===== src/rtl/cpu_run_monitor_pkg.sv =====
// Shared types and defaults for the cpu run monitor and its stall detector.
// Types and constants only; no timing or flow-control behaviour lives here.
package cpu_run_monitor_pkg;

    typedef logic        u1;
    typedef logic [31:0] u32;

    localparam u32 PC_start       = 32'h0000_0000;
    localparam u32 PASS_ADDR_DFLT = 32'h0000_0054;
    localparam u32 PASS_DATA_DFLT = 32'd7;

    typedef enum logic [1:0] {S_IDLE, S_RUN, S_PASS, S_FAIL} mon_state_t;
    typedef enum logic [1:0] {R_NONE, R_BADDATA, R_STALL, R_TIMEOUT} fail_reason_t;

    // Counters stick at all-ones instead of wrapping.
    function automatic u32 sat_inc(input u32 v);
        return (v == '1) ? v : v + 32'd1;
    endfunction

endpackage


===== src/rtl/cpu_run_monitor_if.sv =====
// CPU-side observation signals plus monitor verdict/statistics outputs.
// Plain wires; the monitor only observes the cpu and never backpressures it.
interface cpu_run_monitor_if;
    import cpu_run_monitor_pkg::*;

    u32           pc;
    u1            memwrite;
    u32           dataaddr;
    u32           writedata;

    u1            done;
    u1            pass;
    u1            fail;
    fail_reason_t reason;
    u32           cycle_cnt;
    u32           instr_cnt;
    u32           last_wr_addr;
    u32           last_wr_data;

    modport master (
        output pc, memwrite, dataaddr, writedata,
        input  done, pass, fail, reason, cycle_cnt, instr_cnt, last_wr_addr, last_wr_data
    );

    modport slave (
        input  pc, memwrite, dataaddr, writedata,
        output done, pass, fail, reason, cycle_cnt, instr_cnt, last_wr_addr, last_wr_data
    );

endinterface


===== src/rtl/cpu_run_monitor_pc_stall_detector.sv =====
// Tracks previous pc and consecutive unchanged cycles; flags stall combinationally.
// pc_changed/stalled are same-cycle (0 latency); no backpressure.
module pc_stall_detector
    import cpu_run_monitor_pkg::*;
#(
    parameter u32 PC_INIT     = PC_start,
    parameter int STALL_LIMIT = 16
) (
    input  logic clk,
    input  logic reset,
    input  u1    en,
    input  u32   pc,
    output u1    pc_changed,
    output u1    stalled
);

    localparam int            CW         = $clog2(STALL_LIMIT + 1);
    localparam logic [CW-1:0] STALL_LAST = CW'(STALL_LIMIT - 1);

    u32            prev_pc_q, prev_pc_d;
    logic [CW-1:0] stall_cnt_q, stall_cnt_d;

    always_comb begin
        prev_pc_d   = prev_pc_q;
        stall_cnt_d = stall_cnt_q;
        pc_changed  = en && (pc != prev_pc_q);
        // The current cycle is the STALL_LIMIT-th unchanged one.
        stalled     = en && (pc == prev_pc_q) && (stall_cnt_q == STALL_LAST);
        if (en) begin
            prev_pc_d = pc;
            if (pc != prev_pc_q) begin
                stall_cnt_d = '0;
            end else if (stall_cnt_q != STALL_LAST) begin
                stall_cnt_d = stall_cnt_q + 1'b1;
            end
        end
    end

    always_ff @(posedge clk or negedge reset) begin
        if (!reset) begin
            prev_pc_q   <= PC_INIT;
            stall_cnt_q <= '0;
        end else begin
            prev_pc_q   <= prev_pc_d;
            stall_cnt_q <= stall_cnt_d;
        end
    end

endmodule


===== src/rtl/cpu_run_monitor.sv =====
// Run monitor: pass/fail verdict from sentinel store, stall or timeout; MONITOR_TRACE_EN adds sim trace.
// Verdict and counters registered (1-cycle latency); pure observer, never backpressures the cpu.
module cpu_run_monitor
    import cpu_run_monitor_pkg::*;
#(
    parameter u32 PC_INIT        = PC_start,
    parameter u32 PASS_ADDR      = PASS_ADDR_DFLT,
    parameter u32 PASS_DATA      = PASS_DATA_DFLT,
    parameter int STALL_LIMIT    = 16,
    parameter int TIMEOUT_CYCLES = 4096
) (
    input  logic              clk,
    input  logic              reset,
    cpu_run_monitor_if.slave  bus
);

    localparam u32 TIMEOUT_LAST = u32'(TIMEOUT_CYCLES - 1);

    mon_state_t   state_q, state_d;
    u1            pass_q, pass_d;
    u1            fail_q, fail_d;
    fail_reason_t reason_q, reason_d;
    u32           cycle_cnt_q, cycle_cnt_d;
    u32           instr_cnt_q, instr_cnt_d;
    u32           last_wr_addr_q, last_wr_addr_d;
    u32           last_wr_data_q, last_wr_data_d;
    u32           cycle_inc;
    u1            pc_changed;
    u1            stalled;

    pc_stall_detector #(
        .PC_INIT     (PC_INIT),
        .STALL_LIMIT (STALL_LIMIT)
    ) u_stall (
        .clk        (clk),
        .reset      (reset),
        .en         (state_q == S_RUN),
        .pc         (bus.pc),
        .pc_changed (pc_changed),
        .stalled    (stalled)
    );

    always_comb begin
        state_d        = state_q;
        pass_d         = pass_q;
        fail_d         = fail_q;
        reason_d       = reason_q;
        cycle_cnt_d    = cycle_cnt_q;
        instr_cnt_d    = instr_cnt_q;
        last_wr_addr_d = last_wr_addr_q;
        last_wr_data_d = last_wr_data_q;
        cycle_inc      = sat_inc(cycle_cnt_q);

        if (state_q != S_IDLE && bus.memwrite) begin
            last_wr_addr_d = bus.dataaddr;
            last_wr_data_d = bus.writedata;
        end

        case (state_q)
            S_IDLE: state_d = S_RUN;
            S_RUN: begin
                // The deciding cycle is still a RUN cycle, so it is counted too.
                cycle_cnt_d = cycle_inc;
                if (pc_changed) instr_cnt_d = sat_inc(instr_cnt_q);
                if (bus.memwrite && bus.dataaddr == PASS_ADDR) begin
                    if (bus.writedata == PASS_DATA) begin
                        state_d = S_PASS;
                        pass_d  = 1'b1;
                    end else begin
                        state_d  = S_FAIL;
                        fail_d   = 1'b1;
                        reason_d = R_BADDATA;
                    end
                end else if (stalled) begin
                    state_d  = S_FAIL;
                    fail_d   = 1'b1;
                    reason_d = R_STALL;
                end else if (cycle_inc == TIMEOUT_LAST) begin
                    state_d  = S_FAIL;
                    fail_d   = 1'b1;
                    reason_d = R_TIMEOUT;
                end
            end
            default: ;
        endcase
    end

    always_ff @(posedge clk or negedge reset) begin
        if (!reset) begin
            state_q        <= S_IDLE;
            pass_q         <= 1'b0;
            fail_q         <= 1'b0;
            reason_q       <= R_NONE;
            cycle_cnt_q    <= '0;
            instr_cnt_q    <= '0;
            last_wr_addr_q <= '0;
            last_wr_data_q <= '0;
        end else begin
            state_q        <= state_d;
            pass_q         <= pass_d;
            fail_q         <= fail_d;
            reason_q       <= reason_d;
            cycle_cnt_q    <= cycle_cnt_d;
            instr_cnt_q    <= instr_cnt_d;
            last_wr_addr_q <= last_wr_addr_d;
            last_wr_data_q <= last_wr_data_d;
        end
    end

    assign bus.done         = pass_q | fail_q;
    assign bus.pass         = pass_q;
    assign bus.fail         = fail_q;
    assign bus.reason       = reason_q;
    assign bus.cycle_cnt    = cycle_cnt_q;
    assign bus.instr_cnt    = instr_cnt_q;
    assign bus.last_wr_addr = last_wr_addr_q;
    assign bus.last_wr_data = last_wr_data_q;

`ifdef MONITOR_TRACE_EN
    always @(posedge clk) begin
        if (reset && state_q != S_IDLE && bus.memwrite)
            $display("[MON] cycle %0d store addr=0x%08h data=0x%08h", cycle_cnt_q, bus.dataaddr, bus.writedata);
        if (reset && state_q == S_RUN && state_d != S_RUN)
            $display("[MON] verdict %s reason=%s", (state_d == S_PASS) ? "pass" : "fail", reason_d.name());
    end
`endif

endmodule


===== src/flat_wrapper.sv =====
// flat-port wrapper written by rule: the top's interface ports become plain ports
module cpu_run_monitor_flat import cpu_run_monitor_pkg::*;
#(
    parameter u32 PC_INIT        = PC_start,
    parameter u32 PASS_ADDR      = PASS_ADDR_DFLT,
    parameter u32 PASS_DATA      = PASS_DATA_DFLT,
    parameter int STALL_LIMIT    = 16,
    parameter int TIMEOUT_CYCLES = 4096
)
  (clk, reset, bus_pc, bus_memwrite, bus_dataaddr, bus_writedata, bus_done, bus_pass, bus_fail, bus_reason, bus_cycle_cnt, bus_instr_cnt, bus_last_wr_addr, bus_last_wr_data);
  cpu_run_monitor_if bus_i ();
  input  logic clk;
  input  logic reset;
  input wire logic [$bits(bus_i.pc)-1:0] bus_pc;
  input wire logic [$bits(bus_i.memwrite)-1:0] bus_memwrite;
  input wire logic [$bits(bus_i.dataaddr)-1:0] bus_dataaddr;
  input wire logic [$bits(bus_i.writedata)-1:0] bus_writedata;
  output wire logic [$bits(bus_i.done)-1:0] bus_done;
  output wire logic [$bits(bus_i.pass)-1:0] bus_pass;
  output wire logic [$bits(bus_i.fail)-1:0] bus_fail;
  output wire logic [$bits(bus_i.reason)-1:0] bus_reason;
  output wire logic [$bits(bus_i.cycle_cnt)-1:0] bus_cycle_cnt;
  output wire logic [$bits(bus_i.instr_cnt)-1:0] bus_instr_cnt;
  output wire logic [$bits(bus_i.last_wr_addr)-1:0] bus_last_wr_addr;
  output wire logic [$bits(bus_i.last_wr_data)-1:0] bus_last_wr_data;
  assign bus_i.pc = bus_pc;
  assign bus_i.memwrite = bus_memwrite;
  assign bus_i.dataaddr = bus_dataaddr;
  assign bus_i.writedata = bus_writedata;
  assign bus_done = bus_i.done;
  assign bus_pass = bus_i.pass;
  assign bus_fail = bus_i.fail;
  assign bus_reason = bus_i.reason;
  assign bus_cycle_cnt = bus_i.cycle_cnt;
  assign bus_instr_cnt = bus_i.instr_cnt;
  assign bus_last_wr_addr = bus_i.last_wr_addr;
  assign bus_last_wr_data = bus_i.last_wr_data;
  cpu_run_monitor #(.PC_INIT(PC_INIT), .PASS_ADDR(PASS_ADDR), .PASS_DATA(PASS_DATA), .STALL_LIMIT(STALL_LIMIT), .TIMEOUT_CYCLES(TIMEOUT_CYCLES)) u_core (.clk(clk), .reset(reset), .bus(bus_i));
endmodule

===== config.mk =====
export PLATFORM = sky130hd
export DESIGN_NAME = cpu_run_monitor_flat
export DESIGN_NICKNAME = d
export VERILOG_FILES = /design/src/rtl/cpu_run_monitor_pkg.sv /design/src/rtl/cpu_run_monitor_if.sv /design/src/rtl/cpu_run_monitor_pc_stall_detector.sv /design/src/rtl/cpu_run_monitor.sv /design/src/flat_wrapper.sv
export SDC_FILE = /design/constraint.sdc
export NUM_CORES = 1
export LEC_CHECK = 0
export CAP_MARGIN = 20
export CORE_UTILIZATION = 39
export CTS_CLUSTER_SIZE = 10
export DETAILED_ROUTE_END_ITERATION = 12
export GPL_TIMING_DRIVEN = 0
export PLACE_DENSITY = 0.76
export REMOVE_ABC_BUFFERS = 1
export SYNTH_ARGS = -nofsm -noshare
export SYNTH_HDL_FRONTEND = slang
export SYNTH_SLANG_ARGS = --single-unit

===== constraint.sdc =====
create_clock -name clk -period 2.9 [get_ports clk]
set_input_delay 0.29 -clock clk [delete_from_list [all_inputs] [get_ports clk]]
set_output_delay 0.29 -clock clk [all_outputs]
set_load 0.01 [all_outputs]

==> metrics <==
status completed; core area 0.0203 sq mm; Synth Flop Type dfrtp_1; Worst Path Arrival 3100 ps; clock transition at the registers of the reported paths 70 ps; routed len/inst 16.1 um; Ports approximately 230; most common cell after layout, fill and taps aside clkdlybuf4s50_1; worst-path cell chain nand4_1 -> or4_4 -> nor4b_4 -> mux2i_1 -> a2111oi_4 -> nor4b_4 -> a21boi_1 -> o31ai_2; Yosys top cell area share 0.527; clk_skew 8.48 ps; final period utilization 0.956; leakage between 4 and 5 nW; gpl congestion ~0.86; endpoints failing setup 0; post-DP HPWL 14.8 mm; drt first-iter violations 326; CP required 3230 ps; crit end category register; drt drc 0; Setup crit start u_core.bus.cycle_cnt[12]; CTS tree built; Num CTS Buffers 17; Mapped Area 0.00813 sq mm; Post-DRT Antenna Nets 0; Power Density 466 mW/mm^2; Least-Margin Pin Slew 878 ps; Post-synth EDFFs 0; ys async rst share 1.00; CTS Root Cell clkbuf_16; R2R cell count 8; DR vias/cell 5.12; met2 WL 9.89 mm; Yosys reg bits 171; Fmax achieved between 300 and 400 MHz; Synth area leader dfrtp_1; crit-path max FO 9; ranking of synthesized cells by area dfrtp_1 (53%), mux2_2 (9.0%), xor2_1 (6.5%), nand2_1 (6.4%), xnor2_1 (5.0%); Yosys cell types 56; worst reg2reg path startpoint u_core.bus.cycle_cnt[12]; max_cap viols 0; post-route insts no fill around 1300; fin crit period 2770 ps; Port Buffers 231; Slowest-stage cell, CP or4_4; first-pass GRT wire length between 30 and 40 mm; final hold viol count 0; commonest non-fill, non-tap cells in the layout clkdlybuf4s50_1 (230), dfrtp_1 (157), nand2_1 (137), mux2_2 (65), xor2_1 (60); TritonCTS Sinks approximately 170; via count between 6000 and 7000; total track usage 0.193; drt pass-1 iters 5; uppermost layer routed met4; number of diodes 0; Skew-Pair Late Insertion Delay between 400 and 500 ps; min-delay worst type input port to async pin; TNS Setup 0 ps; Ys Warns 0; H-Tree Level Count 4; RSZ-0062 raised after global routing true; Util after Layout 0.571; number of global-route vias before repair 6259; FILL cells about 1700; most frequent CP cell nor4b_4; maximum vdd drop approximately 0.36 mV; die area 0.0214 sq mm; Total Routed Length approximately 20 mm; synthesized area per cell 10.8 sq um; grt total ovfl 0; Max Slew Vio Count 0; FF-to-FF setup slack 130 ps; Die Ht 146 um; maximum clock path buffer count 2; # rows 52; Cells after Synth 755; relative slew slack 0.415; dpl cells around 1200; CP Class register to register; layout cells sized above 1 0.163; Worst setup SP type register; initial antenna violation count 0; nets@finish 1093; routed length on met1 ~8.6 mm; P&R area growth vs syn 42.8%; metal3 WL 1.71 mm; Die Wd around 150 um; register area share after synthesis 0.527; Initial Util 0.400; largest net degree at the start of global routing 117; peak per-stage delay on the critical path 590 ps
==> cell usage after synthesis, drive strengths merged, types with 2 or more instances <==
cell type and count:
nor3 21, xnor2 46, a211oi 3, a2111oi 2, nand3 31, a311oi 2
inv 13, buf 7, nand2 139, and3 11, or3 4, a21oi 9
dfrtp 171, nor2 33, nor4 26, nor2b 2, a31oi 5, and4 3
nand4 30, mux2 65, nor4b 7, o21ai 8, or2 4, ha 4
xor2 60, nand3b 2, a21o 2, clkbuf 23, or4 5, a2bb2oi 2
o31ai 3
==> power breakdown <==
group | switching (mW) | total, mW | internal (mW) | leakage (nW)
clock | 1.07 | 2.22 | 1.15 | 0.276
sequential | 0.0566 | 2.55 | 2.50 | 2.10
combinational | 0.244 | 0.631 | 0.386 | 2.45
==> layer usage <==
layer  vias to the layer above  track usage
met5                         -            0
met4                         0       0.0583
met3                        23       0.0553
met2                       250        0.320
met1                      3144        0.243
li1                       3096            -
==> final cells by class <==
cell class              instances  area (sq um)  share of cell area
flip-flops and latches        171          4300               0.370
multi-input cells             541          3840               0.331
repair buffers                246          2500               0.215
clock buffers                  17           425              0.0367
well taps                     270           338              0.0291
clock inverters                15           158              0.0136
inverters                      13          48.8             0.00421
==> per-stage QoR <==
stage,hold WS [ps],area (sq um),setup slack (ps),power (mW)
after floorplan,-5.59,8000,-948,2.80
after global placement,461,10700,-5650,3.22
after detailed placement,240,10800,-324,3.24
after CTS,371,11400,21.5,5.48
after global routing,393,11600,-29.7,5.63
final,362,11600,127,5.40
==> cell families (layout without fill, tap and decap cells) <==
group / Yosys count / after routing / share of synthesized area
buffers and inverters: 43 / 291 / 0.0209
xor gates and xnor gates: 106 / 106 / 0.114
AOI/OAI and AO/OA: 42 / 42 / 0.0411
adders and majority gates: 4 / 4 / 0.00616
muxes: 66 / 66 / 0.0913
and+or+nand+nor: 323 / 323 / 0.200
DFF: 171 / 171 / 0.527
==> worst paths after layout <==
check	endpoint
max	u_core.bus.reason[1]
min	u_core.bus.instr_cnt[24]
max reg2reg	u_core.bus.reason[1]
min reg2reg	u_core.bus.pass
max in group asynchronous	u_core.bus.last_wr_addr[29]
min in group clk	u_core.u_stall.prev_pc_q[18]
==> critical path: cells and delay by family, from the launching register on <==
| kind | cells | cell delay, ps |
|---|---|---|
| AO/OA/AOI/OAI | 3 | 660 |
| flip-flops | 1 | 470 |
| multiplexers | 1 | 150 |
| AND/OR/NAND/NOR | 4 | 1410 |
==> state kept, by name (all words and copies together) (netlist names) <==
register / flops
u_core.bus.last_wr_data: 32
u_core.bus.last_wr_addr: 32
u_core.bus.cycle_cnt: 32
u_core.state_q: 2
u_core.bus.fail: 1
u_core.bus.pass: 1
u_core.u_stall.prev_pc_q: 32
u_core.u_stall.stall_cnt_q: 5
u_core.bus.instr_cnt: 32
u_core.bus.reason: 2
==> repair_timing <==
action,CTS,global route
hold buffers,1,0
gates resized for setup,14,23
setup endpoints to repair,9,5
buffers inserted,2,8
endpoints found under the hold margin,55,0
pin swaps,0,9
(Power assumes the default switching activity.)
